`src/rtl/mfcc_pkg.sv`:
```
// Shared MFCC-chain constants: FFT size defaults, bin-keeping FSM states and
// the field positions of the complex {im, re} bin word.
package mfcc_pkg;

  localparam int LOG2_NFFT_DEF = 9;
  localparam int NFFT_DEF      = 1 << LOG2_NFFT_DEF;
  localparam int NBINS         = NFFT_DEF / 2 + 1;
  localparam int DATA_W_DEF    = 16;
  localparam int OUT_W_DEF     = 32;

  typedef enum logic {
    KEEP = 1'b0,
    DROP = 1'b1
  } bin_state_e;

  // LSB of the re (is_im=0) or im (is_im=1) field of a 2*dw-bit bin word.
  function automatic int field_lsb(input int dw, input bit is_im);
    return is_im ? dw : 0;
  endfunction

endpackage

```
`src/rtl/cplx_mag_sq.sv`:
```
// Two-stage |z|^2 pipeline: S1 captures re/im plus a tag, S2 holds re^2 and
// im^2; the output sum is formed combinationally from the S2 registers.
module cplx_mag_sq #(
  parameter int DATA_W = 16,
  parameter int TAG_W  = 1
) (
  input  logic                     clk,
  input  logic                     rst,
  input  logic                     en_i,
  input  logic                     valid_i,
  input  logic signed [DATA_W-1:0] re_i,
  input  logic signed [DATA_W-1:0] im_i,
  input  logic [TAG_W-1:0]         tag_i,
  output logic                     valid_o,
  output logic [2*DATA_W-1:0]      mag_sq_o,
  output logic [TAG_W-1:0]         tag_o
);

  localparam int SQ_W = 2 * DATA_W - 1;

  logic                     v1_q, v2_q;
  logic signed [DATA_W-1:0] re_q, im_q;
  logic [TAG_W-1:0]         tag1_q, tag2_q;
  logic [SQ_W-1:0]          re_sq_q, im_sq_q, re_sq_d, im_sq_d;
  logic signed [2*DATA_W-1:0] re_prod_s, im_prod_s;
  logic                     unused_sign_s;

  // Squares of a signed value are never negative, so the sign bit is dropped.
  always_comb begin
    re_prod_s     = (2*DATA_W)'(re_q) * (2*DATA_W)'(re_q);
    im_prod_s     = (2*DATA_W)'(im_q) * (2*DATA_W)'(im_q);
    re_sq_d       = re_prod_s[SQ_W-1:0];
    im_sq_d       = im_prod_s[SQ_W-1:0];
    unused_sign_s = re_prod_s[2*DATA_W-1] ^ im_prod_s[2*DATA_W-1];
  end

  always_ff @(posedge clk) begin
    if (rst) begin
      v1_q    <= 1'b0;
      v2_q    <= 1'b0;
      re_q    <= '0;
      im_q    <= '0;
      tag1_q  <= '0;
      tag2_q  <= '0;
      re_sq_q <= '0;
      im_sq_q <= '0;
    end else if (en_i) begin
      v1_q    <= valid_i;
      re_q    <= re_i;
      im_q    <= im_i;
      tag1_q  <= tag_i;
      v2_q    <= v1_q;
      tag2_q  <= tag1_q;
      re_sq_q <= re_sq_d;
      im_sq_q <= im_sq_d;
    end
  end

  assign valid_o  = v2_q;
  assign tag_o    = tag2_q;
  assign mag_sq_o = {1'b0, re_sq_q} + {1'b0, im_sq_q};

endmodule

```
`src/rtl/power_spectrum_stream.sv`:
```
// Streaming power spectrum P[k] = (re^2 + im^2) / NFFT for bins 0..NFFT/2.
// Define POWSPEC_ROUND_EN for round-half-up instead of truncation.
module power_spectrum_stream
  import mfcc_pkg::*;
#(
  parameter int DATA_W    = DATA_W_DEF,
  parameter int LOG2_NFFT = LOG2_NFFT_DEF,
  parameter int OUT_W     = OUT_W_DEF
) (
  input  logic                  clk,
  input  logic                  rst,
  input  logic                  s_tvalid,
  output logic                  s_tready,
  input  logic [2*DATA_W-1:0]   s_tdata,
  input  logic                  s_tlast,
  output logic                  m_tvalid,
  input  logic                  m_tready,
  output logic [OUT_W-1:0]      m_tdata,
  output logic                  m_tlast,
  output logic [LOG2_NFFT-1:0]  m_bin,
  output logic                  frame_err
);

  localparam int TAG_W = LOG2_NFFT + 1;
  localparam int SUM_W = 2 * DATA_W;
  localparam int EXT_W = SUM_W + 1;
  localparam int RES_W = EXT_W - LOG2_NFFT;
  localparam int RE_LO = field_lsb(DATA_W, 1'b0);
  localparam int IM_LO = field_lsb(DATA_W, 1'b1);
  localparam logic [LOG2_NFFT-1:0] CNT_LAST = '1;
  localparam logic [LOG2_NFFT-1:0] CNT_HALF = LOG2_NFFT'(1) << (LOG2_NFFT - 1);

  bin_state_e           state_q, state_d;
  logic [LOG2_NFFT-1:0] cnt_q, cnt_d;
  logic                 err_d, frame_err_q;
  logic                 en_s, acc_s, keep_s;
  logic                 v2_s;
  logic [SUM_W-1:0]     sum_s;
  logic [TAG_W-1:0]     tag2_s;
  logic [EXT_W-1:0]     sum_ext_s;
  logic [RES_W-1:0]     res_s;
  logic [OUT_W-1:0]     sat_s;
  logic                 unused_lsb_s;
  logic                 m_tvalid_q, m_tlast_q;
  logic [OUT_W-1:0]     m_tdata_q;
  logic [LOG2_NFFT-1:0] m_bin_q;

  assign en_s     = !m_tvalid_q || m_tready;
  assign s_tready = en_s;
  assign acc_s    = s_tvalid && en_s;
  assign keep_s   = s_tvalid && (state_q == KEEP);

  // Frame tracking: any tlast or counter wrap restarts the frame; only the pair
  // (tlast on the final beat) is a clean end.
  always_comb begin
    state_d = state_q;
    cnt_d   = cnt_q;
    err_d   = 1'b0;
    if (acc_s) begin
      if (s_tlast || (cnt_q == CNT_LAST)) begin
        cnt_d   = '0;
        state_d = KEEP;
        err_d   = !(s_tlast && (cnt_q == CNT_LAST));
      end else begin
        cnt_d = cnt_q + LOG2_NFFT'(1);
        if ((state_q == KEEP) && (cnt_q == CNT_HALF)) begin
          state_d = DROP;
        end else begin
          state_d = state_q;
        end
      end
    end else begin
      state_d = state_q;
    end
  end

  always_ff @(posedge clk) begin
    if (rst) begin
      state_q     <= KEEP;
      cnt_q       <= '0;
      frame_err_q <= 1'b0;
    end else begin
      state_q     <= state_d;
      cnt_q       <= cnt_d;
      frame_err_q <= err_d;
    end
  end

  cplx_mag_sq #(
    .DATA_W (DATA_W),
    .TAG_W  (TAG_W)
  ) u_mag_sq (
    .clk      (clk),
    .rst      (rst),
    .en_i     (en_s),
    .valid_i  (keep_s),
    .re_i     (s_tdata[RE_LO +: DATA_W]),
    .im_i     (s_tdata[IM_LO +: DATA_W]),
    .tag_i    ({cnt_q == CNT_HALF, cnt_q}),
    .valid_o  (v2_s),
    .mag_sq_o (sum_s),
    .tag_o    (tag2_s)
  );

  // Scale by 1/NFFT; the extra MSB keeps the rounding offset from overflowing.
  always_comb begin
`ifdef POWSPEC_ROUND_EN
    sum_ext_s = {1'b0, sum_s} + (EXT_W'(1) << (LOG2_NFFT - 1));
`else
    sum_ext_s = {1'b0, sum_s};
`endif
    res_s        = sum_ext_s[EXT_W-1:LOG2_NFFT];
    unused_lsb_s = ^sum_ext_s[LOG2_NFFT-1:0];
  end

  if (OUT_W >= RES_W) begin : g_nosat
    always_comb sat_s = OUT_W'(res_s);
  end else begin : g_sat
    always_comb begin
      if (|res_s[RES_W-1:OUT_W]) begin
        sat_s = '1;
      end else begin
        sat_s = res_s[OUT_W-1:0];
      end
    end
  end

  always_ff @(posedge clk) begin
    if (rst) begin
      m_tvalid_q <= 1'b0;
      m_tdata_q  <= '0;
      m_tlast_q  <= 1'b0;
      m_bin_q    <= '0;
    end else if (en_s) begin
      m_tvalid_q <= v2_s;
      m_tdata_q  <= sat_s;
      m_tlast_q  <= v2_s && tag2_s[LOG2_NFFT];
      m_bin_q    <= tag2_s[LOG2_NFFT-1:0];
    end
  end

  assign m_tvalid  = m_tvalid_q;
  assign m_tdata   = m_tdata_q;
  assign m_tlast   = m_tlast_q;
  assign m_bin     = m_bin_q;
  assign frame_err = frame_err_q;

endmodule

```
`config.mk`:
```
export PLATFORM = sky130hd
export DESIGN_NAME = power_spectrum_stream
export DESIGN_NICKNAME = d
export VERILOG_FILES = /design/src/rtl/mfcc_pkg.sv /design/src/rtl/cplx_mag_sq.sv /design/src/rtl/power_spectrum_stream.sv
export SDC_FILE = /design/constraint.sdc
export NUM_CORES = 2
export LEC_CHECK = 0
export BUFFER_PORTS_ARGS = -buffer_cell sky130_fd_sc_hd__buf_2
export CAP_MARGIN = 20
export CORE_MARGIN = 2
export CORE_UTILIZATION = 60
export CTS_CLUSTER_SIZE = 40
export DETAILED_ROUTE_END_ITERATION = 16
export HOLD_SLACK_MARGIN = 0.05
export PLACE_DENSITY_LB_ADDON = 0.1
export SLEW_MARGIN = 30
export SYNTH_ARGS = -nofsm -noshare
export SYNTH_HDL_FRONTEND = slang
export SYNTH_SLANG_ARGS = --single-unit
export TNS_END_PERCENT = 50
```
`constraint.sdc`:
```
create_clock -name clk -period 13.95 [get_ports clk]
set_input_delay 0.6975 -clock clk [delete_from_list [all_inputs] [get_ports clk]]
set_output_delay 0.6975 -clock clk [all_outputs]
set_load 0.01 [all_outputs]
```
==> results_dict.tcl <==
set metrics [dict create \
    final.period_utilization_pct 52.1 \
    growth_of_design_area_from_synthesis_to_finish_pct 5.16 \
    timing.critical_path.slowest_cell_delay_ps 730 \
    first_global_vias 18822 \
    internal_power_uw 1650 \
    crit_arrival_ps 7650 \
    power.share.combinational_pct 64.8 \
    worst_slew_pin_slew_ps 918 \
    dp_worst_setup_slack_ps 6780 \
    crit_path_end_kind "register" \
    crit_type "register to register" \
    synth_cells 2742 \
    postRouteAntennaNets 0 \
    postCtsHoldBufs 0 \
    fin_util_pct 63.6 \
    most-common-layout-cells "sky130_fd_sc_hd__inv_1, sky130_fd_sc_hd__fa_1, sky130_fd_sc_hd__nand2_1" \
    grt_max_degree 79 \
    die_w_um 204 \
    place_area_mm2 0.0247 \
    cts_h_tree_depth 4 \
    core-area_mm2 0.0396 \
    post_cts.resized_instances 0 \
    p_clk_share_pct 14.8 \
    multi_input_area_mm2 0.0180 \
    gp_congestion 0.895 \
    cp-start-kind "register" \
    leakagePower_uw 0.0131 \
    clkTransAtPathRegs_ps 70 \
    critPathMaxFanout 14 \
    firstDrtPassIters 6 \
    synthFlopType "sky130_fd_sc_hd__dfxtp_1" \
    cp_data_required_time_ps 14330 \
    async_reset_ff_share_pct 0 \
    grt_use_total_pct 27.2 \
    rows 73 \
    total_power_uw 3080 \
    final-hold-violation-count 0 \
    clock_latency_ps 470 \
    cts_max_path_buffers 2 \
    maxCapViolations 0 \
    power.switching_fraction_pct 46.4 \
    fin_worst_skew_ps 13.8 \
    cts_setup_buffers 0 \
    fmax_ghz 0.138 \
    final_cell_area_mm2 0.0252 \
    cellPowerDensity_mw_per_mm2 122 \
    numCtsBuffers 17 \
    outcome "complete, no violations" \
    cts_tree "done" \
    number_of_enable_flip_flop_cells_after_synthesis 0 \
    final_common_cell "sky130_fd_sc_hd__inv_1" \
    timing.final.max_slew_violations 0 \
    critical-path-top-cell-by-count "sky130_fd_sc_hd__fa_1" \
    drt_wl_total_mm 52.0 \
    final_nets 3445 \
    route.detailed.drc 0 \
    critical_path_buf_inv_count 5 \
    report.final.setup_viol 0 \
    cpLargestDelayFamily "adder cells" \
    synth-seq-area-share_pct 13.1 \
    antenna_found_initial 0 \
    max-slew-margin-rel_pct 38.3 \
    clock_tree.root_cell "sky130_fd_sc_hd__clkbuf_16" \
    route.detailed.wl_per_inst_um 15.8 \
    drtIter0Drc 925 \
    numClockSinks 157 \
    vdd.ir_drop.worst_v 0.000130 \
    power.net_switching_uw 1430 \
    ys_ff_latch 157 \
    finalCriticalPeriod_ps 7270 \
    die_h_um 204 \
    sequentialPowerShare_pct 20.5 \
    drive_gt1_share_pct 5.08 \
    die_area_mm2 0.0416 \
    register_area_mm2 0.00314 \
    start_util_pct 60.5 \
    nFillCells 3443 \
    gr-total-overflow 0 \
    crit_path_cell_trace "inv_1 > nor2_1 > fa_1 > inv_1 > fa_1 > fa_1 > fa_1 > inv_1 > fa_1 > inv_1 > fa_1 > inv_1 > ha_1 > and3_1 > and3_1 > a2111oi_0 > nor2_1 > or3b_2 > a31oi_1 > xnor2_1 > nand2_1 > a21oi_1" \
    grt_setup_unrepaired "no" \
    post-route-worst-setup-slack_ps 6680 \
    global_route_wire_length_before_repair_mm 89.7 \
    synth.avg_cell_area_um2 8.75 \
    post_drt_via_cell_ratio 5.39 \
    io-pin-count 82 \
    crit_path_top_delay_cell "sky130_fd_sc_hd__a2111oi_0" \
    vias 17676 \
    finalSetupTns_ps 0 \
    worst_hold_path_type "register to register" \
    port_buffers 72 \
    synth_cell_type_count 72 \
    synth_warnings 0 \
    synthesis.area_mm2 0.0240 \
    diodes 0 \
    dp_hpwl_mm 42.6 \
]
power groups by stage:
stage	clock, uW	combinational [uW]	sequential, uW
6_report	456	2000	631
5_1_grt	483	2290	641
4_1_cts	465	2010	630
3_5_place_dp	0	2000	640
3_3_place_gp	0	1930	637
2_1_floorplan	0	1580	605
synth_stat cells, types with 7 or more instances:
cell                       instances  area (um2)
sky130_fd_sc_hd__a211oi_1         20         150
sky130_fd_sc_hd__a21o_1           24         180
sky130_fd_sc_hd__a21oi_1         170         851
sky130_fd_sc_hd__a31o_2            7        61.3
sky130_fd_sc_hd__and2_1           60         375
sky130_fd_sc_hd__and3_1           13        81.3
sky130_fd_sc_hd__buf_4             9        67.6
sky130_fd_sc_hd__clkbuf_1         90         338
sky130_fd_sc_hd__dfxtp_1         157        3140
sky130_fd_sc_hd__fa_1            461        9230
sky130_fd_sc_hd__ha_1            203        2540
sky130_fd_sc_hd__inv_1           643        2410
sky130_fd_sc_hd__nand2_1         392        1470
sky130_fd_sc_hd__nand2b_1         13        81.3
sky130_fd_sc_hd__nand3_1          23         115
sky130_fd_sc_hd__nor2_1          145         544
sky130_fd_sc_hd__nor2b_1          13        81.3
sky130_fd_sc_hd__nor3_1           14        70.1
sky130_fd_sc_hd__o21a_1           12        90.1
sky130_fd_sc_hd__o21ai_0          45         225
sky130_fd_sc_hd__o21bai_1          9        67.6
sky130_fd_sc_hd__or2_2             7        43.8
sky130_fd_sc_hd__or3_1             7        43.8
sky130_fd_sc_hd__xnor2_1          76         666
sky130_fd_sc_hd__xor2_1           22         193
cell families after synthesis:
group                      synth area share, %
and+or+nand+nor                           13.1
muxes                                    0.261
buffers and inverters                     11.9
xor gates and xnor gates                  3.58
adders and majority gates                 49.1
AOI/OAI and AO/OA                         9.00
other                                   0.0156
DFF                                       13.1
path summary, 6_finish.rpt:
path | from | to | slack, ps | cells past startpoint
setup / recovery | u_mag_sq.im_q[8] | u_mag_sq.im_sq_q[25] | 6680 | 22
hold reg to reg | u_mag_sq.tag_o[8] | u_mag_sq.tag_o[8] | 450 | 2
hold / removal | u_mag_sq.tag_o[8] | u_mag_sq.tag_o[8] | 450 | 2
setup reg to reg | u_mag_sq.im_q[8] | u_mag_sq.im_sq_q[25] | 6680 | 22
cell type report:
cell class,count,area share (%)
Multi-Input combinational cell,1842,71.5
Clock inverter,14,0.496
Clock buffer,18,1.70
Sequential cell,157,12.5
Tap cell,525,2.60
Timing Repair Buffer,77,1.59
Inverter,649,9.67
metal layers:
layer,vias to the layer above,GRT usage [%],wire length (um)
met5,-,0,0
li1,8338,-,-
met4,0,7.71,1160
met2,421,47.6,26200
met3,67,4.58,2630
met1,8850,35.0,21900
tightest hold or removal path: stages, from the launching register on:
cell and delay [ps]:
sky130_fd_sc_hd__dfxtp_1 310, sky130_fd_sc_hd__nand2_1 50, sky130_fd_sc_hd__a21oi_1 50
stage by stage:
stage / instances / hold slack [ps]
4_1_cts: 3282 / 437
3_3_place_gp: 3250 / 437
3_5_place_dp: 3250 / 443
6_report: 3282 / 452
5_1_grt: 3282 / 460
2_1_floorplan: 2750 / 428
flip-flops by register name, summed over array words and instances, names as in the netlist:
| register | cells |
|---|---|
| u_mag_sq.re_q | 16 |
| m_bin | 9 |
| u_mag_sq.im_sq_q | 29 |
| cnt_q | 9 |
| frame_err | 1 |
| u_mag_sq.im_q | 16 |
| u_mag_sq.valid_o | 1 |
| m_tvalid | 1 |
| u_mag_sq.tag1_q | 10 |
| u_mag_sq.tag_o | 10 |
| state_q | 1 |
| u_mag_sq.re_sq_q | 29 |
| m_tlast | 1 |
| m_tdata | 23 |
| u_mag_sq.v1_q | 1 |
Note: power is estimated with default switching activity, not from simulation.
